[config.mk]
export PLATFORM = sky130hd
export DESIGN_NAME = ldst_ahb_master
export DESIGN_NICKNAME = d
export VERILOG_FILES = /design/src/rtl/ldst_ahb_master.sv
export SDC_FILE = /design/constraint.sdc
export NUM_CORES = 1
export LEC_CHECK = 0
export CAP_MARGIN = 10
export CELL_PAD_IN_SITES_DETAIL_PLACEMENT = 0
export CELL_PAD_IN_SITES_GLOBAL_PLACEMENT = 2
export CORE_MARGIN = 3
export CORE_UTILIZATION = 27
export CTS_CLUSTER_SIZE = 20
export DETAILED_ROUTE_END_ITERATION = 8
export PLACE_DENSITY = 0.88
export SLEW_MARGIN = 25
export SYNTH_ARGS = -nofsm -noshare
export SYNTH_HDL_FRONTEND = slang
export SYNTH_SLANG_ARGS = --single-unit
[constraint.sdc]
create_clock -name CLK -period 7.1 [get_ports CLK]
set_input_delay 0.71 -clock CLK [delete_from_list [all_inputs] [get_ports CLK]]
set_output_delay 0.71 -clock CLK [all_outputs]
set_load 0.1 [all_outputs]
[src/rtl/ldst_ahb_master.sv]
// Load/store AHB-Lite master: combinational address phase from the EX1 request, one tracked
// data phase, byte-lane store alignment, load extraction/extension and error/misalign reporting.
module ldst_ahb_master #(
  parameter int unsigned DATA_W  = 32,
  parameter int unsigned ADDR_W  = 32,
  parameter logic [3:0]  HPROT_V = 4'h3,
  parameter int unsigned WCNT_W  = 8
) (
  input  logic              CLK,
  input  logic              RST,
  input  logic              req_valid,
  output logic              req_ready,
  input  logic [3:0]        req_op,
  input  logic [ADDR_W-1:0] req_addr,
  input  logic [DATA_W-1:0] req_wdata,
  output logic [ADDR_W-1:0] ahb_HADDR,
  output logic [1:0]        ahb_HTRANS,
  output logic              ahb_HWRITE,
  output logic [2:0]        ahb_HSIZE,
  output logic [2:0]        ahb_HBURST,
  output logic              ahb_HMASTLOCK,
  output logic [3:0]        ahb_HPROT,
  output logic [DATA_W-1:0] ahb_HWDATA,
  input  logic [DATA_W-1:0] ahb_HRDATA,
  input  logic              ahb_HREADY,
  input  logic              ahb_HRESP,
  output logic              resp_valid,
  output logic [DATA_W-1:0] resp_rdata,
  output logic              resp_err,
  output logic              resp_misalign,
  output logic              stall,
  output logic [WCNT_W-1:0] wait_cnt
);

  localparam int unsigned OFF_W = $clog2(DATA_W / 8);
  localparam bit          IS64  = (DATA_W == 64);

  typedef enum logic [1:0] {S_IDLE, S_DATA, S_ERR2} state_e;

  state_e              state_q, state_d;
  logic [3:0]          op_q, op_d;
  logic [OFF_W-1:0]    off_q, off_d;
  logic [DATA_W-1:0]   hwdata_q, hwdata_d;
  logic                mis_hold_q, mis_hold_d;
  logic                rvalid_q, rvalid_d;
  logic [DATA_W-1:0]   rdata_q, rdata_d;
  logic                rerr_q, rerr_d;
  logic                rmis_q, rmis_d;
  logic [WCNT_W-1:0]   wcnt_q, wcnt_d;

  logic                op_ok, op_store, aligned;
  logic [2:0]          op_size;
  logic                blocked, issue, accept_xfer, accept_mis;
  logic [DATA_W-1:0]   rd_shift, rd_ext;

  // Keep the low 'bits' bits of v and fill the rest with sbit; bits >= DATA_W keeps v whole.
  function automatic logic [DATA_W-1:0] extend(input logic [DATA_W-1:0] v,
                                               input logic [6:0]        bits,
                                               input logic              sbit);
    logic [DATA_W-1:0] keep;
    keep = (DATA_W'(1) << bits) - DATA_W'(1);
    return sbit ? (v | ~keep) : (v & keep);
  endfunction

  // NOTE: every signal assigned in an always_comb gets a default first, so no latch can be inferred.
  always_comb begin
    op_ok    = 1'b1;
    op_store = 1'b0;
    op_size  = 3'd0;
    aligned  = 1'b1;
    case (req_op)
      4'h1:        op_store = 1'b1;
      4'h2:        begin op_store = 1'b1; op_size = 3'd1; end
      4'h3:        begin op_store = 1'b1; op_size = 3'd2; end
      4'h4:        begin op_store = 1'b1; op_size = 3'd3; op_ok = IS64; end
      4'h9, 4'ha:  op_size = 3'd0;
      4'hb, 4'hc:  op_size = 3'd1;
      4'hd:        op_size = 3'd2;
      4'he:        begin op_size = 3'd3; op_ok = IS64; end
      4'hf:        begin op_size = 3'd2; op_ok = IS64; end
      default:     op_ok = 1'b0;
    endcase
    case (op_size)
      3'd0:    aligned = 1'b1;
      3'd1:    aligned = ~req_addr[0];
      3'd2:    aligned = (req_addr[1:0] == 2'b00);
      default: aligned = (req_addr[2:0] == 3'b000);
    endcase
  end

  // The bus refuses new address phases during the two-cycle ERROR response and while a
  // held misalign response is still waiting for the response register.
  assign blocked     = (state_q == S_ERR2) || (state_q == S_DATA && ahb_HRESP);
  assign req_ready   = ~RST & ahb_HREADY & ~blocked & ~mis_hold_q;
  assign issue       = ~RST & req_valid & op_ok & aligned & ~blocked & ~mis_hold_q;
  assign accept_xfer = issue & req_ready;
  assign accept_mis  = req_valid & req_ready & op_ok & ~aligned;

  assign ahb_HADDR     = req_addr;
  assign ahb_HTRANS    = issue ? 2'b10 : 2'b00;
  assign ahb_HWRITE    = op_store;
  assign ahb_HSIZE     = op_size;
  assign ahb_HBURST    = 3'b000;
  assign ahb_HMASTLOCK = 1'b0;
  assign ahb_HPROT     = HPROT_V;
  assign ahb_HWDATA    = hwdata_q;

  assign rd_shift = ahb_HRDATA >> {off_q, 3'b000};

  always_comb begin
    case (op_q)
      4'h9:    rd_ext = extend(rd_shift, 7'd8,  rd_shift[7]);
      4'ha:    rd_ext = extend(rd_shift, 7'd8,  1'b0);
      4'hb:    rd_ext = extend(rd_shift, 7'd16, rd_shift[15]);
      4'hc:    rd_ext = extend(rd_shift, 7'd16, 1'b0);
      4'hd:    rd_ext = extend(rd_shift, 7'd32, rd_shift[31]);
      4'hf:    rd_ext = extend(rd_shift, 7'd32, 1'b0);
      4'he:    rd_ext = rd_shift;
      default: rd_ext = '0;
    endcase
  end

  always_comb begin
    state_d    = state_q;
    op_d       = op_q;
    off_d      = off_q;
    hwdata_d   = hwdata_q;
    mis_hold_d = mis_hold_q;
    rvalid_d   = 1'b0;
    rdata_d    = '0;
    rerr_d     = 1'b0;
    rmis_d     = 1'b0;
    wcnt_d     = wcnt_q;

    if (state_q != S_IDLE && !ahb_HREADY && wcnt_q != '1)
      wcnt_d = wcnt_q + WCNT_W'(1);

    if (mis_hold_q) begin
      rvalid_d   = 1'b1;
      rmis_d     = 1'b1;
      mis_hold_d = 1'b0;
    end

    case (state_q)
      S_DATA: begin
        if (ahb_HREADY) begin
          rvalid_d = 1'b1;
          state_d  = S_IDLE;
          if (ahb_HRESP) rerr_d  = 1'b1;
          else           rdata_d = rd_ext;
        end else if (ahb_HRESP) begin
          state_d = S_ERR2;
        end
      end
      S_ERR2: begin
        if (ahb_HREADY) begin
          rvalid_d = 1'b1;
          rerr_d   = 1'b1;
          state_d  = S_IDLE;
        end
      end
      default: ;
    endcase

    if (accept_xfer) begin
      state_d  = S_DATA;
      op_d     = req_op;
      off_d    = req_addr[OFF_W-1:0];
      hwdata_d = req_wdata << {req_addr[OFF_W-1:0], 3'b000};
    end

    // A misalign reject that coincides with a completing data phase waits one cycle.
    if (accept_mis) begin
      if (state_q == S_DATA) begin
        mis_hold_d = 1'b1;
      end else begin
        rvalid_d = 1'b1;
        rmis_d   = 1'b1;
      end
    end
  end

  // NOTE: sequential state uses non-blocking assignments so every register samples pre-edge values.
  always_ff @(posedge CLK or posedge RST) begin
    if (RST) begin
      state_q    <= S_IDLE;
      op_q       <= 4'h0;
      off_q      <= '0;
      hwdata_q   <= '0;
      mis_hold_q <= 1'b0;
      rvalid_q   <= 1'b0;
      rdata_q    <= '0;
      rerr_q     <= 1'b0;
      rmis_q     <= 1'b0;
      wcnt_q     <= '0;
    end else begin
      state_q    <= state_d;
      op_q       <= op_d;
      off_q      <= off_d;
      hwdata_q   <= hwdata_d;
      mis_hold_q <= mis_hold_d;
      rvalid_q   <= rvalid_d;
      rdata_q    <= rdata_d;
      rerr_q     <= rerr_d;
      rmis_q     <= rmis_d;
      wcnt_q     <= wcnt_d;
    end
  end

  assign resp_valid    = rvalid_q;
  assign resp_rdata    = rdata_q;
  assign resp_err      = rerr_q;
  assign resp_misalign = rmis_q;
  assign stall         = (state_q != S_IDLE) && !ahb_HREADY;
  assign wait_cnt      = wcnt_q;

endmodule

After elaboration in Yosys (flattened, before gate mapping)
Cells that the tools add are included.
{"block": "totals", "regBits": 84, "latchBits": 0, "ramBits": 0, "romBits": 0, "input_bits": 105, "out_inout_bits": 123, "wordCells": 102, "memories": 0}
{"block": "classes", "addsub": 1, "multipliers": 0, "div": 0, "n_lt_le_gt_ge": 0, "n_eq_ne": 25, "shifts": 2, "n_mux": 29, "bitwise": 17, "n_reduce_logical": 18}
{"operator": "$mux 32", "count": 5}
{"operator": "$pmux 32 s5", "count": 1}
{"operator": "$eq 4x4->1 const B", "count": 14}
{"operator": "$shl 32x5->32", "count": 1}
{"operator": "$shr 32x5->32", "count": 1}
{"operator": "$mux 1", "count": 14}
{"operator": "$and 1x1->1", "count": 12}
{"operator": "$mux 2", "count": 5}
{"operator": "$reduce_or 3->1", "count": 3}
{"operator": "$add 8x1->8 const B", "count": 1}
{"operator": "$eq 4x2->1 const B", "count": 2}
{"operator": "$ne 8x8->1 const B", "count": 1}
{"operator": "$reduce_or 8->1", "count": 1}
{"operator": "$logic_not 3->1", "count": 2}
{"operator": "$pmux 2 s3", "count": 1}
{"operator": "$not 1->1", "count": 5}
{"operator": "$eq 4x1->1 const B", "count": 1}
{"operator": "$eq 4x3->1 const B", "count": 1}
{"operator": "$ne 4x4->1 const B", "count": 1}
{"operator": "$pmux 2 s2", "count": 1}
{"operator": "$reduce_or 2->1", "count": 2}
{"operator": "$reduce_or 4->1", "count": 1}
{"operator": "$eq 3x1->1 const B", "count": 1}
{"operator": "$eq 3x2->1 const B", "count": 1}
{"operator": "other kinds (12)", "count": 14}

Longest topological paths before layout
{"block": "depth", "word_depth": 11, "ltp_mapped": 8, "ltp_nobuf": 6}

Least setup slack after synthesis
Ideal clock, no wire load.
{"block": "synth_path", "kind": "in2out", "from": "input req_op[1]", "to": "output ahb_HSIZE[0]", "arrival_ps": 3232, "setup_slack_ps": 3158, "path_stages": 5, "path_buffers": 1, "cell_sequence": "buf_2 inv_1 nor3_1 a21oi_1 o21ai_0"}
{"block": "synth_between", "elab_chain_len": 3}
{"element": "start, declared", "line_no": "13", "source": "input logic [3:0] req_op,"}
{"element": "$eq 4x4->1 (tied with other cells)", "line_no": "71", "source": "case (req_op)"}
{"element": "$reduce_or 3->1 (no source line) or $reduce_or 2->1 (tied branches)"}
{"element": "$pmux 2 s3 *", "line_no": "71"}
{"element": "end, declared", "line_no": "19", "source": "output logic [2:0] ahb_HSIZE,"}
Every way passes the cells marked *; elsewhere a longest branch is shown, timed or not.

Worst setup path after layout
{"block": "layout_path", "from": "input req_op[1]", "to": "output ahb_HTRANS[1]"}
{"block": "layout_between", "elab_chain_len": 9}
{"element": "$eq 4x4->1 (tied with other cells)", "line_no": "71"}
{"element": "$reduce_or 3->1 (no source line) or $reduce_or 2->1 (tied branches)"}
{"element": "$pmux 2 s3", "line_no": "71"}
{"element": "$eq 3x2->1 (tied with other cells)", "line_no": "83", "source": "case (op_size)"}
{"element": "$pmux 1 s3", "line_no": "83"}
{"element": "$and 1x1->1 * (3 in a row)", "line_no": "95", "source": "assign issue = ~RST & req_valid & op_ok & aligned & ~blocked & ~mis_hold_q;"}
{"element": "$mux 2 *", "line_no": "100", "source": "assign ahb_HTRANS = issue ? 2'b10 : 2'b00;"}
{"element": "end, declared", "line_no": "17", "source": "output logic [1:0] ahb_HTRANS,"}
Marks and branches as above.

==> Implementation_results.wiki <==
{| class="wikitable"
! Metric !! Value
|-
| Post-synthesis to final-layout area growth || 34.18%
|-
| Fill count || roughly 1,800
|-
| Switching part of the total power || a little over half
|-
| Per-cell via count in the routed design || around 4.7
|-
| Final wirelength || 13,870 um
|-
| TritonCTS clock tree || done
|-
| Met3 track demand over resource || 3.763%
|-
| Worst clock skew || around 0.0057 ns
|-
| Depth of the CTS H-tree || 3
|-
| Synth Area in Adders || less than 1%
|-
| Starting density of the core || 27.72%
|-
| Setup repair after global routing missed its margin || no
|-
| Warnings, synthesis || 0
|-
| Area of combinational cells with multiple inputs || 2387 um2
|-
| # setup viols final || 0
|-
| Dominant cells by area after synthesis || sky130_fd_sc_hd__dfrtp_1, sky130_fd_sc_hd__mux2_4, sky130_fd_sc_hd__mux2i_1, sky130_fd_sc_hd__buf_4, sky130_fd_sc_hd__a211oi_1
|-
| Most Used Layer, Global Route || met2
|-
| Number of gates resized after CTS || 0
|-
| Flip-flop and latch count after synthesis || 84
|-
| Post-synthesis share of cell area spent on xor and xnor gates || 1.219%
|-
| GR met1 Demand/Resource || 16.50%
|-
| Count of hold-fix buffers inserted at cts || 0
|-
| Summed instance area of the synthesized netlist || 5030 um2
|-
| Clock network fraction of design power || 16.3%
|-
| Num rows || 49
|-
| Worst-path maximum fanout || 12
|-
| Violation count after the first detailed-routing iteration || about 200
|-
| Share of the clock period used by the worst path after layout || between 50% and 60%
|-
| Port Buf Inserts || 159
|-
| Post-CTS Setup Bufs || 0
|-
| Combinational family with the most area after synthesis || multiplexers
|-
| Data arrival, critical path || 3.34 ns
|-
| Endpoint type of the worst setup path || output port
|-
| Power density over cell area || just over 400 nW/um2
|-
| Overall die height || approximately 140 um
|-
| Final weighted congestion in routability-driven placement || 0.8550
|-
| Worst max-slew margin expressed relative to the limit || 30.12%
|-
| Max Transition Viols Final || 0
|-
| Number of enable-type register cells in the synthesized netlist || 0
|-
| Tightest Pin Transition || between 1 and 1.5 ns
|-
| Layout cell share with drive strength beyond 1 || 11.56%
|-
| DPL Wire Length || 10,360 um
|-
| Max rail drop VDD || 357.2 uV
|-
| Count of different cell masters after synthesis || 54
|-
| Sequential cell area || 2102 um2
|-
| Global-route met2 utilization || a little over a fifth
|-
| Portion of the post-synthesis area used by sequential elements || 41.79%
|-
| Sequential share of power || 26.9%
|-
| Maximum number of pins on one net before global-route repair || 85
|-
| Overall track demand over capacity in global routing || 13.36%
|-
| Die outline area || 20,300 um2
|-
| Die Wd || 142.5 um
|-
| Antenna diode instance count || 0
|-
| Later-pin clock latency in the skew report || 0.34 ns
|-
| Multiplexer share of the synthesized area || 17.99%
|-
| Remaining DRCs || 0
|-
| Synth Area in Compound Gates || 12.59%
|-
| Req. time, crit path || 6.39 ns
|-
| Area fraction in and, or, nand and nor cells after synthesis || 13.93%
|-
| Gr ovfl total || 0
|-
| Area share of the largest cell type after synthesis || about two fifths
|-
| Logic gate share of total power || 56.7%
|-
| Antenna violations before repair || 0
|-
| Maximum count of clock buffers along a single path || 2
|-
| Post-synthesis cell count || 475
|-
| Worst hold slack across all endpoints || 0.4993 ns
|-
| TritonCTS Sinks || 84
|-
| Final setup TNS || 0 ns
|-
| DRT Pass-1 Iters || 4
|-
| Startpoint-to-endpoint class of the critical path || in2out
|-
| Antenna-violating nets left || 0
|-
| Critical path launch point type || input port
|-
| Library cell used as clock root buffer || sky130_fd_sc_hd__clkbuf_16
|-
| Run status || finished clean
|-
| Highest clock rate || between 0.2 and 0.25 GHz
|-
| Net switching power of the design || 0.001464 W
|-
| Vias in the first global route || 3,961
|-
| Placeable core region || 18,150 um2
|-
| Leading register cell type out of synthesis || sky130_fd_sc_hd__dfrtp_1
|-
| Avg Inst Size Synth || approximately 11 um2
|-
| Final critical path time including I/O delays and setup || 4.048 ns
|-
| Number of vias in the routed layout || 3,880
|-
| Cell type contributing the most total cell area after synthesis || sky130_fd_sc_hd__dfrtp_1
|-
| Number of hold violations in the final report || 0
|-
| Wire per inst || about 17 um
|-
| Max-cap violations || 0
|-
| Lkg Pwr || around 2.8 nW
|-
| Total number of nets in the final design || between 600 and 700
|-
| Total I/O pin count || 228
|-
| Hold WC Path Type || reg2reg
|-
| Clock transition time at the flip-flop clock pins of the worst setup and hold paths || 0.06 ns
|-
| Inserted Clock Buffers || 9
|-
| Share of the core filled with cells in the final layout || 37.19%
|-
| Wire length of the first global-routing pass || 21,410 um
|-
| Internal power component || 0.001304 W
|-
| Fraction of registers with async set or reset after synthesis || between 90% and 100%
|}
==> layout make-up <==
cell class | instances | area share (%)
clock inverter | 7 | 0.8713
sequential | 84 | 31.15
multi-input combinational | 308 | 35.37
clock buffer | 9 | 3.337
inverter | 16 | 0.9084
timing repair buffer | 164 | 24.12
tap | 229 | 4.245
==> metal layers <==
layer | part of all wire, % | wire (um)
met2 | 47 | 6477
met3 | 7.4 | 1031
met5 | 0 | 0
met1 | 43 | 5963
met4 | 2.9 | 396
==> cell families after synthesis <==
family | count (synthesis)
adders and majority gates | 4
other | 2
AOI/OAI and AO/OA | 90
buffers and inverters | 91
xor gates and xnor gates | 7
and+or+nand+nor | 123
muxes | 74
DFF | 84
==> per-stage QoR <==
stage / total power, W / setup slack [ns] / instance area [um2] / std cells
floorplan: 0.002035 / 3.158 / 5060 / 483
global placement: 0.002321 / 3.048 / 6461 / 801
detailed placement: 0.002328 / 3.051 / 6465 / 801
CTS: 0.002797 / 3.046 / 6749 / 817
global route: 0.002889 / 2.959 / 6749 / 817
finish: 0.002769 / 3.052 / 6749 / 817
==> flip-flops by register name, indices dropped and copies added, names as in the netlist <==
| register | cells |
|---|---|
| op_q | 4 |
| resp_rdata | 32 |
| off_q | 2 |
| mis_hold_q | 1 |
| state_q | 2 |
| resp_valid | 1 |
| wait_cnt | 8 |
| resp_misalign | 1 |
| ahb_HWDATA | 32 |
| resp_err | 1 |
==> critical path, stage by stage <==
cell and delay [ns]:
sky130_fd_sc_hd__clkdlybuf4s50_1 0.61, sky130_fd_sc_hd__o211ai_1 0.39, sky130_fd_sc_hd__a31oi_4 0.16, sky130_fd_sc_hd__nor4_1 0.28, sky130_fd_sc_hd__clkdlybuf4s50_1 1.19
==> synthesized netlist by cell type (3+ instances only) <==
cell type,count
sky130_fd_sc_hd__mux2i_1,42
sky130_fd_sc_hd__a21oi_1,20
sky130_fd_sc_hd__buf_4,44
sky130_fd_sc_hd__inv_1,16
sky130_fd_sc_hd__buf_1,3
sky130_fd_sc_hd__dfrtp_1,84
sky130_fd_sc_hd__nand2_1,26
sky130_fd_sc_hd__clkbuf_1,11
sky130_fd_sc_hd__ha_1,4
sky130_fd_sc_hd__xnor2_1,5
sky130_fd_sc_hd__buf_2,12
sky130_fd_sc_hd__a211oi_1,22
sky130_fd_sc_hd__nor2b_1,21
sky130_fd_sc_hd__o21a_1,16
sky130_fd_sc_hd__buf_8,3
sky130_fd_sc_hd__mux2_4,30
sky130_fd_sc_hd__nand3_1,3
sky130_fd_sc_hd__nor2_1,28
sky130_fd_sc_hd__nor3_1,5
sky130_fd_sc_hd__and3_1,3
sky130_fd_sc_hd__o211ai_1,3
sky130_fd_sc_hd__o21ai_0,17
sky130_fd_sc_hd__and2_1,15
==> final timing paths <==
path | start | end | slack (ns) | depth (start not counted)
max in group asynchronous | RST | ahb_HWDATA[4] | 5.57 | 3
worst min register to register | wait_cnt[6] | wait_cnt[6] | 0.50 | 1
worst max-delay path | req_op[1] | ahb_HTRANS[1] | 3.05 | 5
worst max register to register | state_q[1] | ahb_HWDATA[13] | 4.39 | 7
worst min-delay path | wait_cnt[6] | wait_cnt[6] | 0.50 | 1
min in group asynchronous | RST | resp_valid | 0.94 | 3
==> power by group through the flow <==
stage                     Clock [W]  Combinational (W)  Sequential, W
after global routing       0.000484            0.00164       0.000766
after detailed placement          0            0.00158       0.000750
after floorplan                   0           0.000606        0.00143
after CTS                  0.000467            0.00158       0.000747
final                      0.000452            0.00157       0.000746
after global placement            0            0.00157       0.000748
==> placed cells by master (no fill, tap or decap), types with 3 or more instances in the layout <==
master and n:
sky130_fd_sc_hd__a211oi_1 22, sky130_fd_sc_hd__a21oi_1 20, sky130_fd_sc_hd__and2_1 15, sky130_fd_sc_hd__and3_1 3, sky130_fd_sc_hd__buf_4 4, sky130_fd_sc_hd__clkbuf_16 9
sky130_fd_sc_hd__clkdlybuf4s50_1 158, sky130_fd_sc_hd__clkinv_4 3, sky130_fd_sc_hd__conb_1 10, sky130_fd_sc_hd__dfrtp_1 84, sky130_fd_sc_hd__ha_1 4, sky130_fd_sc_hd__inv_1 15
sky130_fd_sc_hd__mux2_4 30, sky130_fd_sc_hd__mux2i_1 42, sky130_fd_sc_hd__nand2_1 26, sky130_fd_sc_hd__nand3_1 3, sky130_fd_sc_hd__nor2_1 28, sky130_fd_sc_hd__nor2b_1 21
sky130_fd_sc_hd__nor3_1 5, sky130_fd_sc_hd__o211ai_1 3, sky130_fd_sc_hd__o21a_1 16, sky130_fd_sc_hd__o21ai_0 17, sky130_fd_sc_hd__xnor2_1 5
(Power assumes the default switching activity.)
